==> config.mk <==
export PLATFORM = sky130hd
export DESIGN_NAME = lfsr_rand_range
export DESIGN_NICKNAME = d
export VERILOG_FILES = /design/src/rtl/lfsr_pkg.sv /design/src/rtl/lfsr_rand_range_core.sv /design/src/rtl/lfsr_rand_range.sv
export SDC_FILE = /design/constraint.sdc
export NUM_CORES = 1
export LEC_CHECK = 0
export ABC_AREA = 1
export ABC_CLOCK_PERIOD_IN_PS = 6150
export BUFFER_PORTS_ARGS = -buffer_cell sky130_fd_sc_hd__buf_2
export CORE_MARGIN = 4
export CORE_UTILIZATION = 58
export CTS_CLUSTER_DIAMETER = 200
export DETAILED_ROUTE_END_ITERATION = 16
export PLACE_DENSITY = 0.94
export RECOVER_POWER = 25
export SKIP_LAST_GASP = 1
export SYNTH_ARGS = -nofsm -noshare
export SYNTH_HDL_FRONTEND = slang
export SYNTH_SLANG_ARGS = --single-unit
export TNS_END_PERCENT = 20
==> constraint.sdc <==
create_clock -name clk -period 6.15 [get_ports clk]
set_input_delay 0.9225 -clock clk [delete_from_list [all_inputs] [get_ports clk]]
set_output_delay 0.9225 -clock clk [all_outputs]
set_load 0.03 [all_outputs]
==> src/rtl/lfsr_pkg.sv <==
// Shared definitions for the LFSR random source: default tap masks, the
// request FSM encoding and the limit-to-mask helper.
package lfsr_pkg;

  // Maximal-length tap masks for the shift-left Fibonacci form used by
  // lfsr_core (bit i set means state[i] feeds the XOR).
  localparam logic [15:0] TAPS_16 = 16'hD008;      // x^16+x^15+x^13+x^4+1
  localparam logic [23:0] TAPS_24 = 24'hE1_0000;   // x^24+x^23+x^22+x^17+1
  localparam logic [31:0] TAPS_32 = 32'h8020_0003; // x^32+x^22+x^2+x+1

  // Draw engine states.
  typedef enum logic [1:0] {
    ST_IDLE = 2'd0,
    ST_DRAW = 2'd1,
    ST_HOLD = 2'd2
  } fsm_state_e;

  // Smallest 2^k-1 that is >= lim-1. A zero limit wraps lim-1 to all
  // ones, which is exactly the full-range mask it stands for. Callers
  // zero-extend limits of up to 32 bits and truncate the result.
  function automatic logic [31:0] mask_from_limit(input logic [31:0] lim);
    logic [31:0] m;
    m = lim - 32'd1;
    m = m | (m >> 1);
    m = m | (m >> 2);
    m = m | (m >> 4);
    m = m | (m >> 8);
    m = m | (m >> 16);
    return m;
  endfunction

endpackage

==> src/rtl/lfsr_rand_range_core.sv <==
// Fibonacci LFSR state register with seed loading and lock-up avoidance.
// A zero seed would freeze the register, so it is replaced by all ones.
module lfsr_core
  import lfsr_pkg::*;
#(
  parameter int               WIDTH = 32,
  parameter logic [WIDTH-1:0] TAPS  = WIDTH'(TAPS_32)
) (
  input  logic             clk,
  input  logic             reset,
  input  logic             step_en,
  input  logic             seed_load,
  input  logic [WIDTH-1:0] seed,
  output logic [WIDTH-1:0] state
);

  logic [WIDTH-1:0] state_q;
  logic [WIDTH-1:0] state_d;
  logic             fb;

  // Next state: seed load wins over a shift step, otherwise hold.
  always_comb begin
    fb      = ^(state_q & TAPS);
    state_d = state_q;
    if (seed_load) begin
      state_d = (seed == '0) ? '1 : seed;
    end else if (step_en) begin
      state_d = {state_q[WIDTH-2:0], fb};
    end
  end

  // State register; reset value is all ones so the sequence never starts locked.
  always_ff @(posedge clk or negedge reset) begin
    if (!reset) begin
      state_q <= '1;
    end else begin
      state_q <= state_d;
    end
  end

  assign state = state_q;

endmodule

==> src/rtl/lfsr_rand_range.sv <==
// Bounded random draw engine on top of lfsr_core. A request latches a limit,
// then candidates (low OUT_W bits of the LFSR, masked to the smallest
// power-of-two range covering the limit) are drawn until one falls below
// the limit or MAX_TRIES is exhausted, in which case cand - limit is used.
// Optional build macro: LFSR_STATS_EN enables the saturating reject counter.
module lfsr_rand_range
  import lfsr_pkg::*;
#(
  parameter int               WIDTH     = 32,
  parameter logic [WIDTH-1:0] TAPS      = WIDTH'(TAPS_32),
  parameter int               OUT_W     = 8,
  parameter int               MAX_TRIES = 8
) (
  input  logic             clk,
  input  logic             reset,
  input  logic             lfsr_en,
  input  logic             seed_load,
  input  logic [WIDTH-1:0] seed,
  output logic [WIDTH-1:0] random_out,
  input  logic             req_valid,
  output logic             req_ready,
  input  logic [OUT_W-1:0] limit,
  output logic             rsp_valid,
  input  logic             rsp_ready,
  output logic [OUT_W-1:0] rsp_data,
  output logic [15:0]      reject_cnt
);

  localparam int              TRY_W    = (MAX_TRIES > 1) ? $clog2(MAX_TRIES) : 1;
  localparam logic [TRY_W-1:0] LAST_TRY = TRY_W'(MAX_TRIES - 1);

  fsm_state_e       st_q, st_d;
  logic [OUT_W-1:0] lim_q, lim_d;
  logic [OUT_W-1:0] mask_q, mask_d;
  logic [TRY_W-1:0] tries_q, tries_d;
  logic             req_ready_q, req_ready_d;
  logic             rsp_valid_q, rsp_valid_d;
  logic [OUT_W-1:0] rsp_data_q, rsp_data_d;

  logic [WIDTH-1:0] state;
  logic             step_en;
  logic [OUT_W-1:0] cand;
  logic             cand_ok;

  // The LFSR is forced to advance while drawing so every retry sees a fresh value.
  assign step_en = lfsr_en | (st_q == ST_DRAW);

  lfsr_core #(
    .WIDTH (WIDTH),
    .TAPS  (TAPS)
  ) u_core (
    .clk       (clk),
    .reset     (reset),
    .step_en   (step_en),
    .seed_load (seed_load),
    .seed      (seed),
    .state     (state)
  );

  assign random_out = state;

  // Candidate and acceptance test against the latched limit.
  always_comb begin
    cand    = state[OUT_W-1:0] & mask_q;
    cand_ok = (lim_q == '0) || (lim_q == OUT_W'(1)) || (cand < lim_q);
  end

  // FSM next-state and registered-output logic.
  always_comb begin
    st_d        = st_q;
    lim_d       = lim_q;
    mask_d      = mask_q;
    tries_d     = tries_q;
    req_ready_d = req_ready_q;
    rsp_valid_d = rsp_valid_q;
    rsp_data_d  = rsp_data_q;
    case (st_q)
      ST_IDLE: begin
        req_ready_d = 1'b1;
        if (req_valid && req_ready_q) begin
          lim_d       = limit;
          mask_d      = OUT_W'(mask_from_limit(32'(limit)));
          tries_d     = '0;
          req_ready_d = 1'b0;
          st_d        = ST_DRAW;
        end
      end
      ST_DRAW: begin
        if (cand_ok) begin
          rsp_data_d  = cand;
          rsp_valid_d = 1'b1;
          st_d        = ST_HOLD;
        end else if (tries_q == LAST_TRY) begin
          // mask < 2*limit, so cand - limit is already inside the range.
          rsp_data_d  = cand - lim_q;
          rsp_valid_d = 1'b1;
          st_d        = ST_HOLD;
        end else begin
          tries_d = tries_q + TRY_W'(1);
        end
      end
      ST_HOLD: begin
        if (rsp_ready) begin
          rsp_valid_d = 1'b0;
          req_ready_d = 1'b1;
          st_d        = ST_IDLE;
        end
      end
      default: begin
        st_d        = ST_IDLE;
        req_ready_d = 1'b1;
        rsp_valid_d = 1'b0;
      end
    endcase
  end

  // FSM state and output registers.
  always_ff @(posedge clk or negedge reset) begin
    if (!reset) begin
      st_q        <= ST_IDLE;
      lim_q       <= '0;
      mask_q      <= '0;
      tries_q     <= '0;
      req_ready_q <= 1'b1;
      rsp_valid_q <= 1'b0;
      rsp_data_q  <= '0;
    end else begin
      st_q        <= st_d;
      lim_q       <= lim_d;
      mask_q      <= mask_d;
      tries_q     <= tries_d;
      req_ready_q <= req_ready_d;
      rsp_valid_q <= rsp_valid_d;
      rsp_data_q  <= rsp_data_d;
    end
  end

  assign req_ready = req_ready_q;
  assign rsp_valid = rsp_valid_q;
  assign rsp_data  = rsp_data_q;

`ifdef LFSR_STATS_EN
  logic [15:0] rej_q;
  logic [15:0] rej_d;

  // Count every rejected candidate, including the one that triggers fallback.
  always_comb begin
    rej_d = rej_q;
    if ((st_q == ST_DRAW) && !cand_ok && (rej_q != 16'hFFFF)) begin
      rej_d = rej_q + 16'd1;
    end
  end

  // Reject counter register; cleared only by reset.
  always_ff @(posedge clk or negedge reset) begin
    if (!reset) begin
      rej_q <= '0;
    end else begin
      rej_q <= rej_d;
    end
  end

  assign reject_cnt = rej_q;
`else
  assign reject_cnt = 16'd0;
`endif

endmodule

==> out/metrics.cfg <==
[critical_path]
crit_path_max_fanout=63
timing.rr.start=u_core.state[0]
end_kind=async pin
r2r_slack_ns=3.65
critPathMaxStageDelay_ns=2.28
cp_slowest_cell=clkbuf_1
worstPathCellList=buf_2 > clkbuf_1
cp-start-kind=primary input
crit_arrival_ns=3.31
r2r_cells=14
reg2reg_to=tries_q[1]
crit_type=primary input to async pin
critical_path_required_ns=5.87
path_buf_inv=2
crit_family=buffers and inverters

[floorplanning]
die_x_microns=92.7
die_area_sq_um=8580
core.rowCount=30
initial_core_util_pct=60.5
coreArea_sq_um=6870
die_y_microns=92.7
pin_count=104

[clock_tree]
htreeDepth=3
post-cts-setup-buffers=0
cts_tree=yes
cts_root_buf=clkbuf_8
cts_hold_buffers=0
clockBufferDepth=2
cts_inserted_buffers=9
clkLatencyLatePin_ns=0.34
path_clk_slew_ns=0.07
cts.repair.resized=0
cts_sinks=63

[power]
p_per_area_nw_per_um2=468
vdd_drop_max_uv=237
p_leak_nw=2.63
p_total_w=0.00224

[finish]
syn_to_final_growth_pct=15.0
drive_above_1_share_pct=22.6
nets=754
multiInputGateArea_sq_um=2070
regArea_sq_um=1620
layout.cells.non_filler=796
nFillCells=571
diodes=0
final_core_util_pct=69.6

[route]
routed.top_layer=met4
wl_mm=9.80
drc=0
wl_per_cell_microns=12.3
wl_met1_mm=4.12
vias_per_cell=5.06
ant_nets=0
dr_wl_met3_microns=636
dr.pass1.iters=5
first_iter_violations=197
route.met2.wl_mm=4.83
num_vias=4031

[timing]
final-hold-violation-count=0
post-route-period-util_pct=58.4
layout_min_cycle_time_ns=3.59
max_slew_margin_pct=-117
fin_tns_setup_ns=0
clock_skew_ns=0.00616
drv_slew=64
max_slew.worst_pin.slew_ns=3.25
rsz0062_at_grt=false
finalSetupViolations=0
setup_ws_ns=2.56
clock.fmax_mhz=279

[synth]
ys_ff_latch=63
yosysWarnings=0
syn_area_per_cell_sq_um=6.76
ys_types=35
syn_area_sq_um=4160
synth-seq-area-share_pct=38.9
synthCells=615

[global_route]
grt_use_total_pct=23.8
grt_pass1_vias=3815
grt_start_max_net_pins=65
grt-ovfl-total=0
grt_pass1_wl_mm=16.7
antenna_found_initial=0

[place]
gp_congestion=0.915
hpwlAfterDp_mm=7.23
place_ws_ns=3.52
io_buffer_count=87
dpl.cell_count=780

[run_status]
outcome=finished with violations
violations=capacitance limit, slew limit

[hold_path]
min_from=u_core.state[14]
min_path_cells=2
min_to=u_core.state[14]
hp-class=register to register

[flow_run]
drv_cap=1

==> Yosys cell counts, drive strengths merged <==
library cell	instances	share of area, %
o21a	1	0.18
a31oi	1	0.15
nor2	97	8.9
xor2	2	0.42
nand3	20	2.4
inv	76	6.9
clkinv	2	0.48
fa	1	0.48
a21oi	6	0.72
or2	2	0.30
nor3	4	0.87
buf	27	4.3
xnor2	4	0.84
nand3b	1	0.18
conb	1	0.090
clkbuf	10	0.90
nor3b	1	0.18
dfrtp	30	18
nand2	224	21
ha	12	3.6
o21ai	45	5.4
dfstp	33	21
nand4	15	2.3
==> final cells by class <==
| class | count | area share, % |
|---|---|---|
| multi-input combinational | 452 | 43.3 |
| sequential | 63 | 33.9 |
| timing repair buffer | 91 | 9.58 |
| inverter | 78 | 6.39 |
| clock buffer | 13 | 3.53 |
| tap | 96 | 2.51 |
| clock inverter | 3 | 0.838 |
==> cell families (layout without fill, tap and decap cells) <==
| family | count (synthesis) | after routing | synth area share [%] |
|---|---|---|---|
| and+or+nand+nor | 364 | 364 | 36.6 |
| buffers and inverters | 115 | 185 | 12.6 |
| DFF | 63 | 63 | 38.9 |
| AOI/OAI and AO/OA | 53 | 53 | 6.47 |
| adders and majority gates | 13 | 13 | 4.09 |
| xor gates and xnor gates | 6 | 6 | 1.26 |
| other | 1 | 16 | 0.0902 |
==> flip-flops by register name (all words and copies together) (netlist names) <==
name	cells
rsp_valid	1
req_ready	1
tries_q	3
st_q	2
lim_q	8
mask_q	8
u_core.state	32
rsp_data	8
==> how the worst max path moves through the flow <==
stage,slack (ns),end,cells after the start,from
after floorplan,3.91,rsp_valid,14,u_core.state[0]
final,2.56,mask_q[1],2,reset
after global placement,3.62,u_core.state[10],9,seed[1]
after global routing,1.87,lim_q[1],2,reset
after CTS,3.69,tries_q[1],14,u_core.state[0]
after detailed placement,3.52,u_core.state[10],9,seed[1]
==> power by group <==
part	switching, W	internal (W)
Sequential	0.000111	0.000597
Combinational	0.000784	0.000367
Clock	0.000159	0.000219
==> per-layer routing <==
| metal | vias to the layer above | GRT usage, % |
|---|---|---|
| met5 | - | 0 |
| li1 | 2020 | - |
| met2 | 166 | 39.8 |
| met4 | 0 | 9.52 |
| met3 | 22 | 5.12 |
| met1 | 1823 | 30.1 |
==> through the flow <==
stage                     area [sq um]  hold slack [ns]
after floorplan                   4210            0.449
after global placement            4580            0.452
after detailed placement          4580            0.469
after CTS                         4790            0.479
after global routing              4780            0.496
final                             4780            0.477
==> cell usage in the layout, fill, tap and decap left out, drive strengths merged, types with 4 or more instances in the layout <==
cell type	count
inv	76
buf	89
dfrtp	30
a21oi	6
nand3	20
ha	12
o21ai	45
nand2	224
clkbuf	15
clkinv	4
nor3	4
nand4	15
conb	16
nor2	97
dfstp	33
xnor2	4
(Power assumes the default switching activity.)
